**config.mk**
```make
export PLATFORM = sky130hd
export DESIGN_NAME = full_adder
export DESIGN_NICKNAME = d
export VERILOG_FILES = /design/src/rtl/full_adder.sv
export SDC_FILE = /design/constraint.sdc
export NUM_CORES = 1
export LEC_CHECK = 0
export ABC_AREA = 1
export BUFFER_PORTS_ARGS = -buffer_cell sky130_fd_sc_hd__buf_4
export CORE_AREA = 2 2 39 41
export CTS_CLUSTER_DIAMETER = 50
export DETAILED_ROUTE_END_ITERATION = 6
export DIE_AREA = 0 0 41 43
export MAX_ROUTING_LAYER = met4
export PLACE_DENSITY_LB_ADDON = 0.08
export SLEW_MARGIN = 40
export SYNTH_ARGS = -nofsm -noshare
export SYNTH_HDL_FRONTEND = slang
export SYNTH_SLANG_ARGS = --single-unit
```
**constraint.sdc**
```tcl
create_clock -name clk -period 1.1 [get_ports clk]
set_clock_uncertainty 0.2 [all_clocks]
set_input_delay 0.055 -clock clk [delete_from_list [all_inputs] [get_ports clk]]
set_output_delay 0.055 -clock clk [all_outputs]
set_load 0.05 [all_outputs]
```
**src/rtl/full_adder.sv**
```systemverilog
// Registered WIDTH-bit ripple-carry adder with valid handshake and one-cycle latency.
// Optional signed-overflow output enabled by defining FULL_ADDER_OVF_EN.
module full_adder #(
   parameter int WIDTH = 1
) (
   input  logic             clk,
   input  logic             rst,
   input  logic [WIDTH-1:0] a,
   input  logic [WIDTH-1:0] b,
   input  logic             c0,
   input  logic             in_vld,
   output logic [WIDTH-1:0] s,
   output logic             c,
   output logic             out_vld
`ifdef FULL_ADDER_OVF_EN
   ,
   output logic             ovf
`endif
);

   logic [WIDTH-1:0] sum_nxt;
   logic             cout_nxt;

   // Each loop iteration is one 1-bit cell; the carry ripples LSB to MSB.
   always_comb begin : ripple
      logic carry;
      carry   = c0;
      sum_nxt = '0;
      for (int i = 0; i < WIDTH; i++) begin
         sum_nxt[i] = a[i] ^ b[i] ^ carry;
         carry      = (a[i] & b[i]) | (carry & (a[i] ^ b[i]));
      end
      cout_nxt = carry;
   end

`ifdef FULL_ADDER_OVF_EN
   logic ovf_nxt;

   assign ovf_nxt = (a[WIDTH-1] == b[WIDTH-1]) && (sum_nxt[WIDTH-1] != a[WIDTH-1]);
`endif

   // Reset wins over in_vld, so an operand arriving with rst is dropped.
   always_ff @(posedge clk) begin
      if (rst) begin
         s       <= '0;
         c       <= 1'b0;
         out_vld <= 1'b0;
`ifdef FULL_ADDER_OVF_EN
         ovf     <= 1'b0;
`endif
      end else begin
         out_vld <= in_vld;
         if (in_vld) begin
            s   <= sum_nxt;
            c   <= cout_nxt;
`ifdef FULL_ADDER_OVF_EN
            ovf <= ovf_nxt;
`endif
         end
      end
   end

endmodule

```
# Word-level counts from Yosys, hierarchy flattened
# Index checks and enable logic that the tools add are counted.
dict set report totals {
  register_bits 3
  inputBits 6
  output_inout_bits 3
  elab_cells 8
}
dict set report classes {
  n_bitwise 5
}
# op n
set ops {}
lappend ops {{$and 1x1->1} 2}
lappend ops {{$xor 1x1->1} 2}
lappend ops {{$or 1x1->1} 1}

# Depth between registers and ports, before layout
dict set report logic_depth {
  word_depth 3
  depth_mapped 5
  depth_no_buf 5
}

# Worst setup path after synthesis
# Ideal clock, no wire load.
dict set report synth_path {
  path_kind {register to register}
  startpoint {register c (netlist name)}
  endpoint {register c}
  setup_ps 64
  t_arrival_ps 794
  t_required_ps 836
  slack_ps 42
  path_stages_with_launch 3
  n_path_buf 0
  period_less_slack_ps 1058
  cell_sequence {dfxtp_1 -> nor2_1 -> nor2_1}
}
# element line_no
set synth_rtl {}
lappend synth_rtl {{end signal: assignment} 55} ;# c <= cout_nxt;
lappend synth_rtl {{end: declaration} 13} ;# output logic c,

# Final worst setup path
dict set report layout_path {
  startpoint {register s}
  endpoint {output s}
}
# element line_no
set layout_rtl {}
lappend layout_rtl {{start: declaration} 12} ;# output logic [WIDTH-1:0] s,
lappend layout_rtl {{start signal: assignment} 54} ;# s <= sum_nxt;
# No word-level cell between the ends.

==> reports/qor.csv <==
metric;value;unit
Via Count;138;
worst slew pin tran;0.1476;ns
global-route wire length before repair;538;um
Synth Area in Simple Gates;0.2621;
fillcell total;166;
post-synthesis compound-gate area fraction;0;
share of cells above drive strength 1;0.3548;
status;completed;
drt wl/cell;6.617;um
WP data required;0.84;ns
Post-Route Utilization;0.1844;
Logic pwr share;0.210;
drt drc;0;
vias in the first global route;132;
clk sinks;3;
Starting Density;0.09313;
CTS tree;yes;
final wirelength;311;um
WHS;0.06990;ns
commonest non-fill, non-tap cell in the layout;buf_4;
First DRT Iteration DRCs;0;
Setup Total Neg Slack;0;ns
Net Sw Frac;0.2726;
Mapped Cells;17;
relative slew slack;0.9024;
clock-pin slew on the worst setup and hold paths;0.04;ns
Slew Viols, Final;0;
CP startpoint;s;
Final Cell Area;255.2;sq um
period utilization;0.9106;
largest family of logic cells by synthesized area;simple AND/OR/NAND/NOR gates;
Leak Pwr;0.1373;nW
Port Buf Inserts;8;
RSZ-0062 raised after global routing;false;
largest net degree at the start of global routing;6;
leading area contributor after synthesis;dfxtp_1;
critical path's slowest cell;dfxtp_1;
Die Wd;41;um
area delta synth->final;98.06;%
CP Capture Type;output port;
Worst path top cell family by delay;flip-flops;
worst vdd ir;649.9;uV
FP Rows;14;
Post CTS Setup Buffer Count;0;
minimum clock period;1.002;ns
WP buf/inv;1;
TritonRoute pass-1 iters;1;
Syn Std Cell Area;128.9;sq um
commonest cells after routing, fill and taps aside;8 x buf_4, 5 x nor2_1, 4 x inv_1, 4 x nand2_1;
antenna cell count;0;
Yosys warnings;0;
antenna violations before repair;0;
Skew-Pair Late Insertion Delay;0.23;ns
via/cell ratio;2.936;
Clock Power Share;0.485;
post-cts resize count;0;
Largest stage delay, worst path;0.32;ns
worst hold start;c0;
synth unique cells;5;
Post-Synth XOR/XNOR Area;0;
final setup fails;0;
FMAX;998.4;MHz
GPL Wtd Cong;0.6294;
power share of the sequential group;0.305;
Net Count, Synth;24;
worst hold path type;in2reg;
Die Y;43;um
worst path cell trace;buf_4;
post-placement cell area;209.0;sq um
CP Max Fanout;2;
antenna-violating nets left;0;
io pins;9;
Reg-to-Reg Start;c;
Clock Tree Buf Depth;2;
Final nets;39;
post-synthesis mux area share;0;
Internal Pwr Total;0.0002882;W
post-synth top area share;0.4660;
area share of fa/ha/maj cells after synthesis;0.1553;
Final Hold Violating Endpoints;0;
All-Layer GR Usage;0.05658;
core area;1384;sq um
grt total ovfl;0;
Final Power;0.0003962;W
post-synthesis register bit count;3;
CP Class;reg2out;
register area share after synthesis;0.4660;
Max-cap violations;0;
Cell Pwr Density;1552;nW/um^2
total CTS buffers;3;
syn avg cell area;7.581;sq um
Total Die Area;1763;sq um
CP startpoint kind;flop;
top post-synthesis cells by area;dfxtp_1 47%, fa_1 16%, nor2_1 15%;
worst path arrival time;0.75;ns
CTS H-tree lvls;1;
CTS root buf;clkbuf_4;
switching pwr;0.0001080;W
==> routing by layer <==
layer	track usage	part of all wire
met1	0.05466	0.43
met2	0.05313	0.41
met3	0.09424	0.16
met4	0.02000	0
met5	-	0
==> power groups by stage <==
stage | Combinational (W) | Sequential [W] | Clock (W)
floorplan | 0.0000178 | 0.000150 | 0
global placement | 0.0000794 | 0.000122 | 0
detailed placement | 0.0000789 | 0.000123 | 0
CTS | 0.0000847 | 0.000121 | 0.000206
global route | 0.0000924 | 0.000122 | 0.000225
finish | 0.0000833 | 0.000121 | 0.000192
==> synthesized netlist by cell type (all sizes together) <==
library cell  n
nand2         4
dfxtp         3
fa            1
nor2          5
inv           4
==> per-stage QoR <==
stage / instances / setup WS, ns
2_1_floorplan: 17 / 0.04181
3_3_place_gp: 41 / -0.06755
3_5_place_dp: 41 / -0.05892
4_1_cts: 47 / 0.08084
5_1_grt: 47 / 0.03652
6_report: 47 / 0.09835
==> cell families (layout without fill, tap and decap cells) <==
logic type,after synthesis,after routing
and+or+nand+nor,9,9
buffers and inverters,4,18
adders and majority gates,1,1
DFF,3,3
==> cell type report <==
class	count	area [sq um]	share of cell area
flip-flops and latches	3	60.06	0.2353
well taps	16	20.02	0.07843
inverters	4	15.01	0.05882
multi-input cells	10	53.80	0.2108
repair buffers	10	80.08	0.3137
clock buffers	4	26.28	0.1029
==> state kept, by name, indices dropped and copies added, names as in the netlist <==
register and cells:
out_vld 1, c 1, s 1
==> path summary, 6_finish.rpt <==
check | cells after the start | slack (ns) | to
max | 1 | 0.1 | s
min | 6 | 0.07 | s
max reg2reg | 2 | 0.36 | c
min reg2reg | 2 | 0.27 | s
==> timing repair <==
action / in CTS / in global routing
hold endpoints to repair: 3 / 0
hold buffers: 2 / 0
setup endpoints to repair: 0 / 0
(Power assumes the default switching activity.)
